### src/rtl/axis_rgb_word_packer_pkg.sv
// Shared types and constants for the RGB word packer and its geometry counter.
// Latency: none (declarations only). Backpressure: n/a.
package pk_pkg;
  localparam int PK_PIX_W        = 24;
  localparam int PK_WORD_W       = 32;
  localparam int PK_PIX_PER_GRP  = 4;
  localparam int PK_WORD_PER_GRP = 3;

  typedef enum logic [1:0] {PH0, PH1, PH2, PH3} pk_phase_t;

  typedef struct packed {
    logic [7:0] r;
    logic [7:0] g;
    logic [7:0] b;
  } pk_rgb_t;
endpackage

### src/rtl/axis_rgb_word_packer_geom_counter.sv
// Column/row position of the pixel currently offered, with first/last flags.
// Latency: flags are combinational from the count; count advances on adv. Backpressure: caller gates adv.
module pk_geom_counter #(
  parameter int IMG_W = 3840,
  parameter int IMG_H = 2160,
  localparam int CW = (IMG_W > 1) ? $clog2(IMG_W) : 1,
  localparam int RW = (IMG_H > 1) ? $clog2(IMG_H) : 1
) (
  input  logic          clk,
  input  logic          rst,
  input  logic          adv,
  output logic [CW-1:0] col,
  output logic [RW-1:0] row,
  output logic          first_of_frame,
  output logic          last_of_line,
  output logic          last_of_frame
);
  import pk_pkg::*;

  assign first_of_frame = (col == '0) && (row == '0);
  assign last_of_line   = (col == CW'(IMG_W - 1));
  assign last_of_frame  = last_of_line && (row == RW'(IMG_H - 1));

  always_ff @(posedge clk) begin
    if (rst) begin
      col <= '0;
      row <= '0;
    end else if (adv) begin
      if (last_of_line) begin
        col <= '0;
        row <= last_of_frame ? '0 : row + RW'(1);
      end else begin
        col <= col + CW'(1);
      end
    end
  end
endmodule

### src/rtl/axis_rgb_word_packer.sv
// Packs 24-bit RGB pixels into dense 32-bit words (4 px -> 3 words); PACKER_LINE_LAST_EN adds per-line tlast.
// Latency: 1 cycle from accepting edge to m_axis_tvalid. Backpressure: single output register, s_axis_tready = !m_axis_tvalid || m_axis_tready.
module axis_rgb_word_packer #(
  parameter int PIX_WIDTH      = 24,
  parameter int OUT_WIDTH      = 32,
  parameter int DST_IMG_WIDTH  = 3840,
  parameter int DST_IMG_HEIGHT = 2160
) (
  input  logic                 clk,
  input  logic                 rst,
  input  logic                 s_axis_tvalid,
  output logic                 s_axis_tready,
  input  logic [PIX_WIDTH-1:0] s_axis_tdata,
  input  logic                 s_axis_tlast,
  input  logic                 s_axis_tuser,
  output logic                 m_axis_tvalid,
  input  logic                 m_axis_tready,
  output logic [OUT_WIDTH-1:0] m_axis_tdata,
  output logic [3:0]           m_axis_tkeep,
  output logic                 m_axis_tlast,
  output logic                 m_axis_tuser,
  output logic                 pk_frame_done,
  output logic                 pk_err
);
  import pk_pkg::*;

  localparam int CW = (DST_IMG_WIDTH > 1) ? $clog2(DST_IMG_WIDTH) : 1;
  localparam int RW = (DST_IMG_HEIGHT > 1) ? $clog2(DST_IMG_HEIGHT) : 1;

  if (PIX_WIDTH != PK_PIX_W) begin : g_bad_pix_w
    $error("axis_rgb_word_packer: PIX_WIDTH must be 24");
  end
  if (OUT_WIDTH != PK_WORD_W) begin : g_bad_out_w
    $error("axis_rgb_word_packer: OUT_WIDTH must be 32");
  end
  if ((DST_IMG_WIDTH % PK_PIX_PER_GRP) != 0) begin : g_bad_img_w
    $error("axis_rgb_word_packer: DST_IMG_WIDTH must be a multiple of 4");
  end

  logic          acc;
  logic [CW-1:0] col;
  logic [RW-1:0] row;
  logic          first_of_frame;
  logic          last_of_line;
  logic          last_of_frame;

  pk_phase_t     phase_q, phase_d;
  logic [23:0]   res_q, res_d;
  logic [31:0]   word_d;
  logic          word_vld_d;
  logic          word_last_d;
  logic          word_user_d;
  logic          word_eof_d;
  logic          m_eof_q;
  pk_rgb_t       pix;

  assign pix           = s_axis_tdata;
  assign s_axis_tready = !m_axis_tvalid || m_axis_tready;
  assign acc           = s_axis_tvalid && s_axis_tready;
  assign m_axis_tkeep  = {4{m_axis_tvalid}};
  assign pk_frame_done = m_axis_tvalid && m_axis_tready && m_eof_q;

  pk_geom_counter #(
    .IMG_W (DST_IMG_WIDTH),
    .IMG_H (DST_IMG_HEIGHT)
  ) u_geom (
    .clk            (clk),
    .rst            (rst),
    .adv            (acc),
    .col            (col),
    .row            (row),
    .first_of_frame (first_of_frame),
    .last_of_line   (last_of_line),
    .last_of_frame  (last_of_frame)
  );

  // Residue is kept right-aligned; each phase consumes it from bit 0 upward.
  always_comb begin
    phase_d     = phase_q;
    res_d       = res_q;
    word_d      = '0;
    word_vld_d  = 1'b0;
    word_eof_d  = (phase_q == PH3) && last_of_frame;
    word_user_d = (phase_q == PH1) && (row == '0) && (col == CW'(1));
`ifdef PACKER_LINE_LAST_EN
    word_last_d = (phase_q == PH3) && last_of_line;
`else
    word_last_d = (phase_q == PH3) && last_of_frame;
`endif
    if (acc) begin
      case (phase_q)
        PH0: begin
          res_d   = pix;
          phase_d = PH1;
        end
        PH1: begin
          word_d     = {pix.b, res_q};
          word_vld_d = 1'b1;
          res_d      = {8'h00, pix.r, pix.g};
          phase_d    = PH2;
        end
        PH2: begin
          word_d     = {pix.g, pix.b, res_q[15:0]};
          word_vld_d = 1'b1;
          res_d      = {16'h0000, pix.r};
          phase_d    = PH3;
        end
        default: begin
          word_d     = {pix, res_q[7:0]};
          word_vld_d = 1'b1;
          phase_d    = PH0;
        end
      endcase
    end
  end

  always_ff @(posedge clk) begin
    if (rst) begin
      phase_q       <= PH0;
      res_q         <= '0;
      m_axis_tvalid <= 1'b0;
      m_axis_tdata  <= '0;
      m_axis_tlast  <= 1'b0;
      m_axis_tuser  <= 1'b0;
      m_eof_q       <= 1'b0;
      pk_err        <= 1'b0;
    end else begin
      phase_q <= phase_d;
      res_q   <= res_d;
      if (word_vld_d) begin
        m_axis_tvalid <= 1'b1;
        m_axis_tdata  <= word_d;
        m_axis_tlast  <= word_last_d;
        m_axis_tuser  <= word_user_d;
        m_eof_q       <= word_eof_d;
      end else if (m_axis_tready) begin
        m_axis_tvalid <= 1'b0;
      end
      // Input markers are only checked, never used to resynchronise the counters.
      if (acc && ((s_axis_tlast != last_of_frame) || (s_axis_tuser && !first_of_frame))) begin
        pk_err <= 1'b1;
      end
    end
  end
endmodule
### config.mk
export PLATFORM = sky130hd
export DESIGN_NAME = axis_rgb_word_packer
export DESIGN_NICKNAME = d
export VERILOG_FILES = /design/src/rtl/axis_rgb_word_packer_pkg.sv /design/src/rtl/axis_rgb_word_packer_geom_counter.sv /design/src/rtl/axis_rgb_word_packer.sv
export SDC_FILE = /design/constraint.sdc
export NUM_CORES = 1
export LEC_CHECK = 0
export BUFFER_PORTS_ARGS = -buffer_cell sky130_fd_sc_hd__clkbuf_2
export CORE_MARGIN = 2
export CORE_UTILIZATION = 35
export CTS_BUF_LIST = sky130_fd_sc_hd__clkbuf_8
export DETAILED_ROUTE_END_ITERATION = 7
export GPL_ROUTABILITY_DRIVEN = 0
export PLACE_DENSITY = 0.61
export SLEW_MARGIN = 20
export SYNTH_ARGS = -nofsm -noshare
export SYNTH_HDL_FRONTEND = slang
export SYNTH_SLANG_ARGS = --single-unit
### constraint.sdc
create_clock -name clk -period 4.2 [get_ports clk]
set_input_delay 0.84 -clock clk [delete_from_list [all_inputs] [get_ports clk]]
set_output_delay 0.84 -clock clk [all_outputs]
set_load 0.01 [all_outputs]
# After elaboration in Yosys (flattened, before gate mapping)
# Index checks and enable logic that the tools add are counted.
word_totals:
  output_inout_bits: 42
  rom_bits: 0
  mem_bits_rw: 0
  regBits: 86
  n_memories: 0
  elab_cells: 49
  latchBits: 0
  inputBits: 30
classes:
  reduce_logical: 21
  mux: 10
  add_sub_neg: 2
  n_div: 0
  bitwise_logic: 0
  n_shift: 0
  multipliers: 0
  n_lt_le_gt_ge: 0
  n_eq_ne: 7
ops:
  columns: ["op", "n"]
  rows:
  - ["one-hot mux 32 bit (3 select lines)", 1]
  - ["one-hot mux 24 bit (3 select lines)", 1]
  - ["2-to-1 mux 32 bit", 1]
  - ["adder 12 x 1 -> 12 bit, second input constant", 2]
  - ["== test 12 bit, second input constant", 2]
  - ["logical NOT 12 bit", 2]
  - ["2-to-1 mux 12 bit", 2]
  - ["== test 12 x 1 -> 1 bit, second input constant", 1]
  - ["logical AND 1 bit", 10]
  - ["one-hot mux 2 bit (3 select lines)", 1]
  - ["== test 2 bit, second input constant", 2]
  - ["2-to-1 mux 1 bit", 4]
  - ["AND reduction 2 bit", 2]
  - ["nonzero test 3 bit", 1]
  - ["== test 2 x 1 -> 1 bit, second input constant", 1]
  - ["logical NOT 1 bit", 2]
  - ["logical NOT 2 bit", 1]
  - ["logical OR 1 bit", 2]
  - ["nonzero test 2 bit", 1]
  - ["!= test 1 bit", 1]

# Depth between registers and ports, before layout
logic_depth:
  depth_word: 6
  mapped_depth: 8
  ltp_nobuf: 6

# Modules after synthesis
# A second synthesis with hierarchy kept.
hier_totals:
  hier_cells: 524
  hier_area_um2: 4404.2
by_module_without_submodules:
  columns: ["mod", "area_each_um2", "cells_per_inst", "seq_area_each_um2", "n_inst"]
  rows:
  - ["axis_rgb_word_packer", 3020.4, 360, 1241.2, 1]
  - ["pk_geom_counter", 1383.8, 164, 480.5, 1]

# Least setup slack after synthesis
# No wires, ideal clock.
synth_path:
  path_kind: "in2reg"
  from: "input s_axis_tvalid"
  to: "register u_geom.row[7]"
  n_path_buf: 1
  setup_ps: 121
  required_ps: 4079
  cell_stages: 4
  setup_slack_ps: 2112
  arrival_time_ps: 1967
  path_cell_list: "clkbuf_1 -> nand4_2 -> nor4_1 -> mux2_2"
synth_between:
  elab_chain_len: 2
synth_rtl:
  columns: ["element", "line", "rtl"]
  rows:
  - ["from (decl)", "axis_rgb_word_packer.sv:11", "input logic s_axis_tvalid,"]
  - ["logical AND 1 bit", "axis_rgb_word_packer.sv:59", "assign acc = s_axis_tvalid && s_axis_tready;"]
  - ["AND reduction 2 bit (no line)", null, null]
  - ["to (signal assigned)", "axis_rgb_word_packer_geom_counter.sv:31", "row <= last_of_frame ? '0 : row + RW'(1);"]
  - ["to (decl)", "axis_rgb_word_packer_geom_counter.sv:13", "output logic [RW-1:0] row,"]
# Every way passes these cells.
# A chain may end at the register's enable or synchronous reset.

# Worst setup path after layout
layout_path:
  from: "input m_axis_tready"
  to: "output s_axis_tready"
layout_between:
  elab_chain_len: 1
layout_rtl:
  columns: ["element", "line", "rtl"]
  rows:
  - ["from (decl)", "axis_rgb_word_packer.sv:17", "input logic m_axis_tready,"]
  - ["logical OR 1 bit", "axis_rgb_word_packer.sv:58", "assign s_axis_tready = !m_axis_tvalid || m_axis_tready;"]
  - ["to (decl)", "axis_rgb_word_packer.sv:12", "output logic s_axis_tready,"]
# Every way passes these cells.

==> impl_metrics.json <==
{
  "power_density_mw_per_mm2": 358,
  "dieWidth_um": 116,
  "num-nets-final": 640,
  "rows": 40,
  "critPathLaunchType": "input pin",
  "overflow": 0,
  "io_pins": 72,
  "place_hpwl_um": 8090,
  "vdd_ir_drop_max_v": 0.000120,
  "cts-root-buf": "clkbuf_8",
  "ctsResizeCount": 0,
  "finClkSkew_ps": 11.0,
  "ant_nets": 0,
  "drive_gt1_share_pct": 19.7,
  "fin_area_mm2": 0.00503,
  "cts_tree": "done",
  "fmax_mhz": 412,
  "ctsHtreeMaxLevel": 3,
  "avgSynthCellArea_um2": 7.88,
  "layout.area.seq_mm2": 0.00172,
  "clk_latency_ps": 370,
  "hold_path_class": "flop to flop",
  "drt_iter0_markers": 398,
  "postPlaceCellArea_mm2": 0.00480,
  "cts_buffer_depth": 2,
  "final.setup.tns_ps": 0,
  "rsz0062_at_grt": "no",
  "yosys_warnings": 0,
  "hold_buffers": 0,
  "postSynthCellCount": 559,
  "setup-violations-final": 0,
  "drc_errors": 0,
  "grt_max_degree": 67,
  "hold-worst-slack_ps": 454,
  "crit_type": "input pin to output pin",
  "synth_area_mm2": 0.00441,
  "yosysUniqueCellTypes": 55,
  "fillCellCount": 1287,
  "cp-end-kind": "output pin",
  "drv_slew": 0,
  "antenna_found_initial": 0,
  "grt_pass1_wl_um": 19000,
  "synth.yosys.seq_area_share_pct": 39.1,
  "slew_headroom_pct": 42.7,
  "grt_pass1_vias": 3602,
  "firstDrtPassIters": 6,
  "die_area_mm2": 0.0135,
  "cp.required_ps": 3360,
  "period_minus_slack_ps": 2430,
  "r2r_slack_ps": 2050,
  "routedWlPerCell_um": 15.6,
  "diodes": 0,
  "totalWireLength_um": 12000,
  "die_h_um": 116,
  "cts_setup_buffers": 0,
  "grt_use_total_pct": 17.7,
  "via_count": 4164,
  "io_buffers": 71,
  "numCtsBuffers": 9,
  "period_share_pct": 57.8,
  "via_per_inst": 5.39,
  "outcome": "complete, no violations",
  "final_core_util_pct": 41.3,
  "start_util_pct": 36.2,
  "syn_nets": 599,
  "cts.sinks": 86,
  "p_leak_nw": 1.79,
  "ys_seq_elements": 86,
  "final_hold_viol_count": 0,
  "worstPathMaxFanout": 11,
  "arrival_ps": 1590,
  "clkTransAtPathRegs_ps": 90,
  "worst_slew_pin_slew_ps": 859,
  "multi_input_area_mm2": 0.00241,
  "area_growth_pct": 14.1,
  "maxCapViolCount": 0,
  "core_mm2": 0.0122
}
[worst max-delay path: stages]
cell and delay [ps]:
clkbuf_2 110, nor2b_4 280, inv_2 180, clkbuf_2 160
[kinds of logic (layout without fill, tap and decap cells)]
kind of cell | Yosys count | after routing | synth area share (%)
buf+inv | 63 | 109 | 6.50
mux | 10 | 10 | 2.56
fa+ha+maj | 10 | 10 | 2.84
simple gates | 235 | 235 | 26.7
xor+xnor | 7 | 7 | 1.39
compound gates | 148 | 148 | 21.0
flops | 86 | 86 | 39.1
[synth_stat cells (all sizes together)]
| library cell | number | area [um^2] |
|---|---|---|
| nor3 | 13 | 65.1 |
| clkbuf | 32 | 120 |
| a21oi | 65 | 325 |
| nor4 | 8 | 56.3 |
| nand4b | 2 | 23.8 |
| o41ai | 2 | 25.0 |
| or4 | 7 | 52.6 |
| inv | 15 | 56.3 |
| a22oi | 24 | 180 |
| nor2 | 24 | 90.1 |
| o211ai | 9 | 67.6 |
| xnor2 | 4 | 35.0 |
| nand2 | 104 | 390 |
| or2 | 1 | 6.26 |
| nand4 | 7 | 50.1 |
| nor4b | 1 | 8.76 |
| or3 | 8 | 50.1 |
| a221oi | 1 | 8.76 |
| o2111ai | 4 | 35.0 |
| o21ai | 23 | 115 |
| nand3b | 8 | 60.1 |
| nor2b | 11 | 76.3 |
| o22ai | 1 | 6.26 |
| o31ai | 5 | 37.5 |
| nor3b | 1 | 7.51 |
| or4b | 2 | 20.0 |
| and3 | 5 | 32.5 |
| buf | 16 | 110 |
| a311oi | 9 | 78.8 |
| xor2 | 3 | 26.3 |
| ha | 10 | 125 |
| a31oi | 1 | 6.26 |
| and2 | 2 | 13.8 |
| and4 | 1 | 11.3 |
| a31o | 1 | 8.76 |
| o41a | 1 | 11.3 |
| mux2 | 10 | 113 |
| o311ai | 2 | 17.5 |
| nand2b | 1 | 6.26 |
| dfxtp | 86 | 1720 |
| and4b | 1 | 10.0 |
| nand3 | 28 | 145 |
[placed cells by master (no fill, tap or decap), drive strengths merged, types with 8 or more instances in the layout]
cell type	synthesis	routed
a21oi	65	65
a22oi	24	24
a311oi	9	9
clkbuf	32	80
dfxtp	86	86
ha	10	10
inv	15	18
mux2	10	10
nand2	104	104
nand3	28	28
nand3b	8	8
nor2	24	24
nor2b	11	11
nor3	13	13
nor4	8	8
o211ai	9	9
o21ai	23	23
or3	8	8
[layout make-up]
class / instances / area share (%)
tap: 168 / 4.18
clock buffer: 9 / 2.46
inverter: 15 / 1.12
sequential: 86 / 34.2
multi-input combinational: 410 / 48.0
clock inverter: 7 / 1.92
timing repair buffer: 78 / 8.11
[routing by layer]
layer / GRT usage (%) / routed length (um)
met5: 0 / 0
met4: 5.40 / 82
met3: 4.77 / 722
met2: 24.5 / 5140
met1: 26.6 / 6100
[registers in the layout, summed over array words and instances (netlist names)]
signal	flops
m_axis_tdata	32
res_q	24
u_geom.col	12
u_geom.row	12
phase_q	2
m_axis_tuser	1
m_axis_tvalid	1
m_eof_q	1
pk_err	1
[through the flow]
stage	setup slack, ps	cells	total power, W
final	1770	773	0.00180
after global routing	1730	773	0.00188
after CTS	1760	773	0.00181
after detailed placement	1550	757	0.00116
after global placement	1610	757	0.00115
after floorplan	2110	559	0.00108
[report_power, final]
| part | switching [W] | leakage, nW | total [W] | internal, W |
|---|---|---|---|---|
| registers | 0.0000221 | 0.699 | 0.000870 | 0.000848 |
| logic | 0.000176 | 0.988 | 0.000271 | 0.0000954 |
| clock network | 0.000320 | 0.108 | 0.000657 | 0.000337 |
[path summary, 6_finish.rpt]
path                           startpoint                           end  depth (start not counted)
min          m_axis_tdata[0]$_SDFFE_PP0P_  m_axis_tdata[0]$_SDFFE_PP0P_                          2
min reg2reg  m_axis_tdata[0]$_SDFFE_PP0P_  m_axis_tdata[0]$_SDFFE_PP0P_                          2
max reg2reg       phase_q[0]$_SDFFE_PP0P_     m_axis_tuser$_SDFFE_PP0P_                          5
max                         m_axis_tready                 s_axis_tready                          4
Power figures use the tool's default switching activity.
